`src/rtl/raabb_pkg.sv`:
```
// Shared definitions for the ray/AABB slab-test datapath.
//   - FloPoCo exception-field encodings (top two bits of every operand)
//   - default operand width (exception + sign + 11-bit exponent + 21-bit fraction)
//   - tag carried alongside each in-flight compare
//   - per-requester state encoding for the compare arbiter
package raabb_pkg;

    localparam int OP_W = 35;

    localparam logic [1:0] EXC_ZERO   = 2'b00;
    localparam logic [1:0] EXC_NORMAL = 2'b01;
    localparam logic [1:0] EXC_INF    = 2'b10;
    localparam logic [1:0] EXC_NAN    = 2'b11;

    // Wide enough for up to 8 requesters.
    localparam int ID_W = 3;

    typedef struct packed {
        logic            valid;
        logic [ID_W-1:0] id;
        logic            nan;
    } tag_t;

    typedef enum logic {
        REQ_IDLE = 1'b0,
        REQ_WAIT = 1'b1
    } req_state_t;

    function automatic logic is_nan(input logic [1:0] exc);
        return exc == EXC_NAN;
    endfunction

endpackage

```
`src/rtl/fp_compare_arbiter_rr_arbiter.sv`:
```
// rr_arbiter: N-way round-robin arbiter with a rotating pointer.
// The search starts one past the last granted index; the pointer only moves
// when a grant is made. Reset value N-1 gives requester 0 first priority.
// Ports:
//   clk, rst      clock, synchronous active-low reset
//   req           request vector
//   grant         one-hot grant (all zero when nothing eligible)
//   grant_valid   any grant this cycle
//   grant_idx     binary index of the granted requester
module rr_arbiter #(
    parameter int N    = 4,
    parameter int IW   = $clog2(N)
) (
    input  logic          clk,
    input  logic          rst,
    input  logic [N-1:0]  req,
    output logic [N-1:0]  grant,
    output logic          grant_valid,
    output logic [IW-1:0] grant_idx
);

    logic [IW-1:0] last_q;

    // Offset 1..N from the pointer, wrapped without a modulo; for each offset
    // the matching index is found by comparison so no dynamic indexing is needed.
    always_comb begin
        int target;
        grant       = '0;
        grant_valid = 1'b0;
        grant_idx   = '0;
        target      = 0;
        for (int off = 1; off <= N; off++) begin
            target = int'(last_q) + off;
            if (target >= N) begin
                target = target - N;
            end
            for (int i = 0; i < N; i++) begin
                if (!grant_valid && req[i] && (i == target)) begin
                    grant_valid = 1'b1;
                    grant_idx   = IW'(i);
                    grant[i]    = 1'b1;
                end
            end
        end
    end

    always_ff @(posedge clk) begin
        if (!rst) begin
            last_q <= IW'(N - 1);
        end else if (grant_valid) begin
            last_q <= grant_idx;
        end
    end

endmodule

```
`src/rtl/fp_compare_arbiter.sv`:
```
// fp_compare_arbiter: shares one pipelined FP greater-or-equal unit among
// N_REQ requesters. One compare is issued per cycle at most, a tag pipe
// follows each compare to the unit's output, and the result is returned as a
// one-cycle pulse to the requester that asked for it.
// Ports:
//   clk, rst              clock, synchronous active-low reset
//   req_valid/req_ready   per-requester request handshake
//   req_a/req_b           packed operands, requester i at slice i
//   rsp_valid             one-hot result pulse
//   rsp_ge/rsp_nan        result and NaN flag, zero when no response
//   cmp_a/cmp_b/cmp_ge    external compare unit (result CMP_LAT cycles later)
//   busy                  compares in flight or outstanding
// Handshake: a request transfers on a cycle where req_valid[i] & req_ready[i]
// and the arbiter picks i; req_ready[i] then stays low until the cycle after
// rsp_valid[i] pulses. Responses cannot be stalled.
module fp_compare_arbiter
    import raabb_pkg::*;
#(
    parameter int N_REQ   = 4,
    parameter int WIDTH   = OP_W - 1,
    parameter int CMP_LAT = 3
) (
    input  logic                       clk,
    input  logic                       rst,
    input  logic [N_REQ-1:0]           req_valid,
    output logic [N_REQ-1:0]           req_ready,
    input  logic [N_REQ*(WIDTH+1)-1:0] req_a,
    input  logic [N_REQ*(WIDTH+1)-1:0] req_b,
    output logic [N_REQ-1:0]           rsp_valid,
    output logic                       rsp_ge,
    output logic                       rsp_nan,
    output logic [WIDTH:0]             cmp_a,
    output logic [WIDTH:0]             cmp_b,
    input  logic                       cmp_ge,
    output logic                       busy
);

    localparam int IDX_W = $clog2(N_REQ);

    req_state_t         state_q [N_REQ];
    req_state_t         state_d [N_REQ];
    logic [N_REQ-1:0]   outstanding;
    logic [N_REQ-1:0]   eligible;
    logic [N_REQ-1:0]   grant_oh;
    logic               grant_vld;
    logic [IDX_W-1:0]   grant_idx;
    logic [WIDTH:0]     a_win;
    logic [WIDTH:0]     b_win;
    tag_t               new_tag;
    tag_t               tag_q [CMP_LAT+1];
    tag_t               tag_o;
    logic [N_REQ-1:0]   rsp_valid_d;
    logic               busy_d;

    // ---------------- per-requester state ----------------
    always_ff @(posedge clk) begin
        if (!rst) begin
            for (int i = 0; i < N_REQ; i++) begin
                state_q[i] <= REQ_IDLE;
            end
        end else begin
            state_q <= state_d;
        end
    end

    // Release happens in the response cycle itself, so the requester is
    // ready again one cycle after its pulse and cannot be re-granted early.
    always_comb begin
        for (int i = 0; i < N_REQ; i++) begin
            state_d[i]     = state_q[i];
            outstanding[i] = (state_q[i] == REQ_WAIT);
            case (state_q[i])
                REQ_IDLE: if (grant_oh[i])  state_d[i] = REQ_WAIT;
                REQ_WAIT: if (rsp_valid[i]) state_d[i] = REQ_IDLE;
                default:                    state_d[i] = REQ_IDLE;
            endcase
        end
    end

    assign req_ready = ~outstanding;
    assign eligible  = req_valid & req_ready;

    // ---------------- arbitration ----------------
    rr_arbiter #(
        .N  (N_REQ),
        .IW (IDX_W)
    ) u_rr_arbiter (
        .clk         (clk),
        .rst         (rst),
        .req         (eligible),
        .grant       (grant_oh),
        .grant_valid (grant_vld),
        .grant_idx   (grant_idx)
    );

    // ---------------- issue ----------------
    always_comb begin
        a_win = '0;
        b_win = '0;
        for (int i = 0; i < N_REQ; i++) begin
            if (grant_oh[i]) begin
                a_win = req_a[i*(WIDTH+1) +: WIDTH+1];
                b_win = req_b[i*(WIDTH+1) +: WIDTH+1];
            end
        end
    end

    always_comb begin
        new_tag       = '0;
        new_tag.valid = grant_vld;
        new_tag.id    = ID_W'(grant_idx);
        new_tag.nan   = is_nan(a_win[WIDTH -: 2]) | is_nan(b_win[WIDTH -: 2]);
    end

    // Stage CMP_LAT lines up with cmp_ge for operands registered at stage 0.
    assign tag_o = tag_q[CMP_LAT];

    always_comb begin
        for (int i = 0; i < N_REQ; i++) begin
            rsp_valid_d[i] = tag_o.valid && (tag_o.id == ID_W'(i));
        end
    end

    // Every in-flight tag also has its requester in WAIT, but both are
    // listed so busy never depends on that invariant.
    always_comb begin
        busy_d = new_tag.valid;
        for (int s = 0; s < CMP_LAT; s++) begin
            busy_d = busy_d | tag_q[s].valid;
        end
        for (int i = 0; i < N_REQ; i++) begin
            busy_d = busy_d | (state_d[i] == REQ_WAIT);
        end
    end

    always_ff @(posedge clk) begin
        if (!rst) begin
            for (int s = 0; s <= CMP_LAT; s++) begin
                tag_q[s] <= '0;
            end
            cmp_a     <= '0;
            cmp_b     <= '0;
            rsp_valid <= '0;
            rsp_ge    <= 1'b0;
            rsp_nan   <= 1'b0;
            busy      <= 1'b0;
        end else begin
            tag_q[0] <= new_tag;
            for (int s = 1; s <= CMP_LAT; s++) begin
                tag_q[s] <= tag_q[s-1];
            end
            if (grant_vld) begin
                cmp_a <= a_win;
                cmp_b <= b_win;
            end
            rsp_valid <= rsp_valid_d;
            rsp_ge    <= tag_o.valid & cmp_ge & ~tag_o.nan;
            rsp_nan   <= tag_o.valid & tag_o.nan;
            busy      <= busy_d;
        end
    end

endmodule

```
`config.mk`:
```
export PLATFORM = sky130hd
export DESIGN_NAME = fp_compare_arbiter
export DESIGN_NICKNAME = d
export VERILOG_FILES = /design/src/rtl/raabb_pkg.sv /design/src/rtl/fp_compare_arbiter_rr_arbiter.sv /design/src/rtl/fp_compare_arbiter.sv
export SDC_FILE = /design/constraint.sdc
export NUM_CORES = 1
export LEC_CHECK = 0
export CAP_MARGIN = 20
export CORE_AREA = 2 2 143 145
export DETAILED_ROUTE_END_ITERATION = 10
export DIE_AREA = 0 0 145 147
export PLACE_DENSITY = 0.64
export SLEW_MARGIN = 20
export SYNTH_ARGS = -nofsm -noshare
export SYNTH_HDL_FRONTEND = slang
export SYNTH_HIERARCHICAL = 1
export SYNTH_SLANG_ARGS = --single-unit
```
`constraint.sdc`:
```
create_clock -name clk -period 2.3 [get_ports clk]
set_input_delay 0.345 -clock clk [delete_from_list [all_inputs] [get_ports clk]]
set_output_delay 0.345 -clock clk [all_outputs]
set_load 0.01 [all_outputs]
```
==> results of run 1 <==
worst min-delay path by stage:
stage | startpoint | end | slack (ns) | depth (start not counted)
2_1_floorplan | tag_q[0][14] | rsp_ge | 0.39 | 1
3_3_place_gp | tag_q[0][9] | tag_q[0][14] | 0.41 | 1
3_5_place_dp | tag_q[0][14] | rsp_ge | 0.42 | 1
4_1_cts | rst | u_rr_arbiter/last_q[1] | 0.36 | 4
5_1_grt | rst | u_rr_arbiter/last_q[1] | 0.38 | 4
6_report | rst | u_rr_arbiter/last_q[1] | 0.37 | 4
routing by layer:
layer	track usage, %	wire, um	up-vias
met5	0	0	-
met4	8.51	779	0
met3	6.40	1900	40
met2	36.8	11400	297
met1	26.5	9770	2823
li1	-	-	2912
kinds of logic (layout without fill, tap and decap cells):
group	Yosys count	in the layout	share of synthesized area [%]
AO/OA/AOI/OAI	300	300	43.8
buffers and inverters	80	449	7.44
flip-flops	99	99	40.5
multiplexers	4	4	0.818
other	0	1	0
AND/OR/NAND/NOR	65	65	7.44
cells in the mapped netlist, drive strengths merged:
library cell	number	area (sq um)
dfxtp	99	1980
a21oi	77	385
o21ai	70	350
o221ai	66	578
a221o	65	651
clkbuf	45	169
buf	23	150
and2	19	119
nor2b	13	83.8
inv	12	45.0
nor2	10	37.5
nand2	7	26.3
a22oi	5	37.5
mux2i	4	40.0
o22ai	4	25.0
nand2b	3	18.8
nor3	3	15.0
and3	2	12.5
nand3	2	10.0
nor4	2	12.5
o211ai	2	15.0
or3	2	12.5
a211o	1	8.76
a21bo	1	10.0
a21o	1	7.51
a221oi	1	15.0
a2bb2oi	1	8.76
a31o	1	8.76
a31oi	1	6.26
and3b	1	8.76
nor3b	1	7.51
o211a	1	10.0
o21a	1	7.51
o21bai	1	7.51
o41a	1	11.3
sequential cells by signal, summed over array words and instances, names as in the netlist:
| register | count |
|---|---|
| outstanding | 4 |
| cmp_b | 35 |
| cmp_a | 35 |
| rsp_valid | 4 |
| busy | 1 |
| rsp_ge | 1 |
| rsp_nan | 1 |
| u_rr_arbiter/last_q | 2 |
| tag_q | 16 |
worst max-delay path, cell delays in order:
cell             delay (ns)
clkdlybuf4s50_1        0.47
nor2b_4                0.23
buf_4                  0.15
inv_1                  0.07
a21oi_1                0.13
nor2_1                 0.08
nor2b_4                0.15
buf_4                  0.18
buf_4                  0.17
a221o_1                0.29
o21ai_1                0.13
a21oi_1                0.10
final cells by class:
cell class | instances | area [sq um]
fillers | 1893 | 10400
repair buffers | 421 | 4200
multi-input cells | 369 | 2600
clock inverters | 7 | 67.6
clock buffers | 9 | 225
flip-flops and latches | 99 | 1980
well taps | 270 | 338
inverters | 12 | 45.0
diodes | 1 | 2.50
repair_timing:
action	CTS	global route
cloned	0	0
hold buffers	0	0
resized for setup	3	6
buffers inserted	0	1
pin swaps	0	1
endpoints found under the setup margin	67	68
power groups by stage:
stage	clock (mW)	combinational [mW]	sequential, mW
after floorplan	0	1.26	2.33
final	1.54	3.06	2.21
after detailed placement	0	3.04	2.24
after global placement	0	3.05	2.23
after CTS	1.58	3.07	2.21
after global routing	1.67	3.29	2.25
==> out/results.tsv, run 1 <==
metric	value	unit
most frequent cells in the layout	clkdlybuf4s50_1, dfxtp_1, a21oi_1	
Required @ worst endpoint	2.53	ns
gpl congestion	0.831	
Ys Warns	6	
clock skew	0.0133	ns
number of routed nets with antenna violations	0	
Crit Path Class	input pin to flip-flop	
placed cell area	0.00913	sq mm
finished layout cell area	0.00946	sq mm
nets	1199	
Peak Freq	0.446	GHz
syn_area_per_cell	8.93	sq um
Initial Util	24.7	%
drt wl/cell	20.1	um
Max Root-Sink Buffers	2	
vias in the first global route	6160	
Logic pwr share	44.9	%
Overflow after GRT	0	
worst vdd ir	0.388	mV
Die X-Extent	145	um
Pint	4.50	mW
area grow syn2layout	93.4	%
clock sink count	99	
Fin. Hold Viols	0	
clock-pin transition on the worst setup and hold timing paths	0.07	ns
reg2reg setup slack	0.17	ns
crit share post-route	97.5	%
CTS root buffer	clkbuf_16	
commonest non-fill, non-tap cell in the layout	clkdlybuf4s50_1	
Synth Cell Area	0.00489	sq mm
R2R Path Start	u_rr_arbiter/last_q[1]	
Max-cap violations	0	
R2R Path End	cmp_a[4]	
register area share after synthesis	40.5	%
sw power	2.30	mW
Hold Slack	0.372	ns
wirelength, routed	23.9	mm
initial antenna violation count	1	
DRT iter0 DRCs	272	
fin crit period	2.24	ns
core area	0.0198	sq mm
Placement Setup Slack	-0.482	ns
CTS H-tree depth	3	
Net Sw Frac	33.8	%
CP startpoint kind	input pin	
placed cells	1170	
CP endpoint	cmp_a[4]	
RSZ-0062 raised after global routing	true	
Tot Pwr	6.81	mW
DR vias/cell	5.11	
syn nets	835	
Finished Layout Cells	1188	
Clock Latency Late Sink	0.36	ns
worst-margin pin slew	0.547	ns
worst setup margin	0.0583	ns
cell row count	52	
crit path DAT	2.48	ns
Hold Path Class	input pin to flip-flop	
# DRC	0	
critical-path maximum fanout	7	
largest net degree at the start of global routing	55	
Post-Synthesis Cells	548	
crit path from	req_valid[3]	
global-route wire length before repair	36.3	mm
post-layout util	47.7	%
Worst Reg-to-Reg Cells	9	
Setup TNS	0	ns
Flop pwr share	32.5	%
Die Y	147	um
Unique masters post-synth	41	
leakage	3.50	nW
# setup viols final	0	
Cell Pwr Density	720	mW/mm^2
Pre-Repair DR Iteration Count	4	
# IOs	368	
layout cells sized above 1	9.38	%
Pins Over Slew Limit	0	
clock power share	22.6	%
CTS tree	yes	
Yosys reg bits	99	
Vias	6072	
run status	completed	
slew margin rel.	63.5	%
count of buffers from port buffering	367	
total clock buffers created by CTS	9	
die area	0.0213	sq mm
post-DP HPWL	18.0	mm
critical path capture point type	flip-flop	
Total GRT Usage	21.9	%
Note: power is estimated with default switching activity, not from simulation.
==> run 2, diff against run 1 <==
--- a/config.mk
+++ b/config.mk
@@ -6,10 +6,11 @@
 export NUM_CORES = 1
 export LEC_CHECK = 0
 export CAP_MARGIN = 20
-export CORE_AREA = 2 2 143 145
+export CORE_AREA = 2 2 145 147
 export DETAILED_ROUTE_END_ITERATION = 10
-export DIE_AREA = 0 0 145 147
-export PLACE_DENSITY = 0.64
+export DIE_AREA = 0 0 147 149
+export DONT_BUFFER_PORTS = 1
+export PLACE_DENSITY = 0.39
 export SLEW_MARGIN = 20
 export SYNTH_ARGS = -nofsm -noshare
 export SYNTH_HDL_FRONTEND = slang
==> run 2 against run 1 <==
Sequential power grew 10%. Cell count decreased by 32%. Flip-flop and latch count is the same. Largest cell class is now multi-input gates. Worst hold slack got worse by 0.26 ns. Clock skew is 0.0021 ns lower.
==> out/results.tsv, run 2 (synthesized netlist as in run 1, its figures left out) <==
metric	value	unit
count of buffers from port buffering	0	
worst hold start	rst	
cell row count	53	
nets	812	
Required @ worst endpoint	2.57	ns
Cell Pwr Density	1020	mW/mm^2
Crit Path Class	flip-flop to flip-flop	
Overflow after GRT	0	
clock-pin transition on the worst setup and hold timing paths	0.08	ns
# DRC	0	
Die Y	149	um
Hold Path Class	input pin to flip-flop	
Total GRT Usage	16.8	%
Max-cap violations	0	
worst-margin pin slew	0.678	ns
die area	0.0219	sq mm
CTS root buffer	clkbuf_16	
delay of the slowest critical-path stage	0.61	ns
layout cells sized above 1	12.6	%
reg2reg setup slack	0.15	ns
Peak Freq	0.466	GHz
largest net degree at the start of global routing	96	
worst setup margin	0.152	ns
Initial Util	23.8	%
Die X-Extent	147	um
CTS tree	yes	
CP Cell Sequence	nor2b_4 -> nor4_1 -> inv_2 -> buf_4 -> nand2_2 -> buf_12 -> o221ai_1 -> a21oi_1	
Max Root-Sink Buffers	2	
Setup TNS	0	ns
R2R Path Start	outstanding[0]	
global-route wire length before repair	27.7	mm
crit path DAT	2.42	ns
slew margin rel.	54.4	%
most frequent cells in the layout	dfxtp_1, a21oi_1, o221ai_1	
Pre-Repair DR Iteration Count	5	
critical-path maximum fanout	66	
critical path's slowest cell	nor4_1	
# diodes	0	
RSZ-0062 raised after global routing	true	
clock skew	0.0112	ns
post-layout util	27.4	%
Pins Over Slew Limit	0	
DRT iter0 DRCs	279	
drt wl/cell	24.9	um
placed cells	784	
fin crit period	2.15	ns
Clock Latency Late Sink	0.36	ns
largest registers	cmp_a x35, cmp_b x35, tag_q x16	
number of routed nets with antenna violations	0	
commonest non-fill, non-tap cell in the layout	dfxtp_1	
CTS H-tree depth	3	
initial antenna violation count	0	
CP startpoint kind	flip-flop	
run status	completed	
crit path from	outstanding[0]	
core area	0.0206	sq mm
# IOs	368	
critical path capture point type	flip-flop	
vias in the first global route	4448	
area grow syn2layout	15.1	%
Placement Setup Slack	-0.0409	ns
DR vias/cell	5.86	
Vias	4716	
crit share post-route	93.4	%
Finished Layout Cells	805	
# setup viols final	0	
post-DP HPWL	14.3	mm
wirelength, routed	20.1	mm
clock sink count	99	
total clock buffers created by CTS	9	
leakage	1.97	nW
gpl congestion	0.805	
worst vdd ir	0.288	mV
Fin. Hold Viols	0	
## run 2: cell types whose count changed in the layout (fill, tap and decap cells not counted), sizes merged
cell           before  now
clkbuf              9   10
buf                55   33
diode               1    0
inv                16   15
clkinv              2    0
clkdlybuf4s50     366    0
bufinv              0    1
clkinvlp            1    3
## run 2: final cells by class
class,instances,area (sq um)
tap,275,344
inverter,12,45.0
clock buffer,9,225
timing repair buffer,34,352
clock inverter,7,83.8
fill,2211,14900
multi-input combinational,369,2600
sequential,99,1980
## run 2: repair_timing
action | 4_1_cts | 5_1_grt
endpoints found under the setup margin | 1 | 71
pin swaps | 0 | 2
hold endpoints to repair | 0 | 0
setup buffers | 0 | 4
gates resized for setup | 3 | 7
gates cloned | 0 | 1
hold buffers | 0 | 0
## run 2: final timing paths
path                          to  cells past startpoint
setup / recovery       cmp_a[17]                      8
hold / removal    outstanding[0]                      1
setup reg to reg       cmp_a[17]                      8
hold reg to reg           rsp_ge                      1
## run 2: per-stage QoR
stage	hold slack (ns)	area (sq um)	power [mW]
after detailed placement	0.414	5220	4.10
after global routing	0.0952	5630	6.12
after floorplan	0.390	4890	3.59
after CTS	0.0894	5540	5.77
final	0.113	5630	5.77
after global placement	0.414	5220	4.09
## run 2: worst max-delay path: cells and delay by family, from the launching register on
family / cells / cell delay [ns]
compound gates: 2 / 0.31
simple gates: 3 / 0.77
flops: 1 / 0.39
buf+inv: 3 / 0.52
## run 2: per-layer routing
| metal | share of wire [%] | global-route usage (%) | vias to the layer above |
|---|---|---|---|
| met5 | 0 | 0 | - |
| met2 | 50 | 29.2 | 279 |
| li1 | - | - | 2138 |
| met1 | 39 | 19.6 | 2260 |
| met3 | 7.6 | 3.85 | 39 |
| met4 | 3.3 | 8.27 | 0 |
## run 2: report_power, final
group / internal, mW / switching [mW]
Combinational: 0.768 / 0.949
Sequential: 2.03 / 0.399
Clock: 0.865 / 0.761
Total: 3.66 / 2.11
==> run 3, diff against run 2 <==
--- a/config.mk
+++ b/config.mk
@@ -16,3 +16,4 @@
 export SYNTH_HDL_FRONTEND = slang
 export SYNTH_HIERARCHICAL = 1
 export SYNTH_SLANG_ARGS = --single-unit
+export TNS_END_PERCENT = 50
==> results of run 3 <==
Final layout, timing and power as in run 2 (identical DEF).
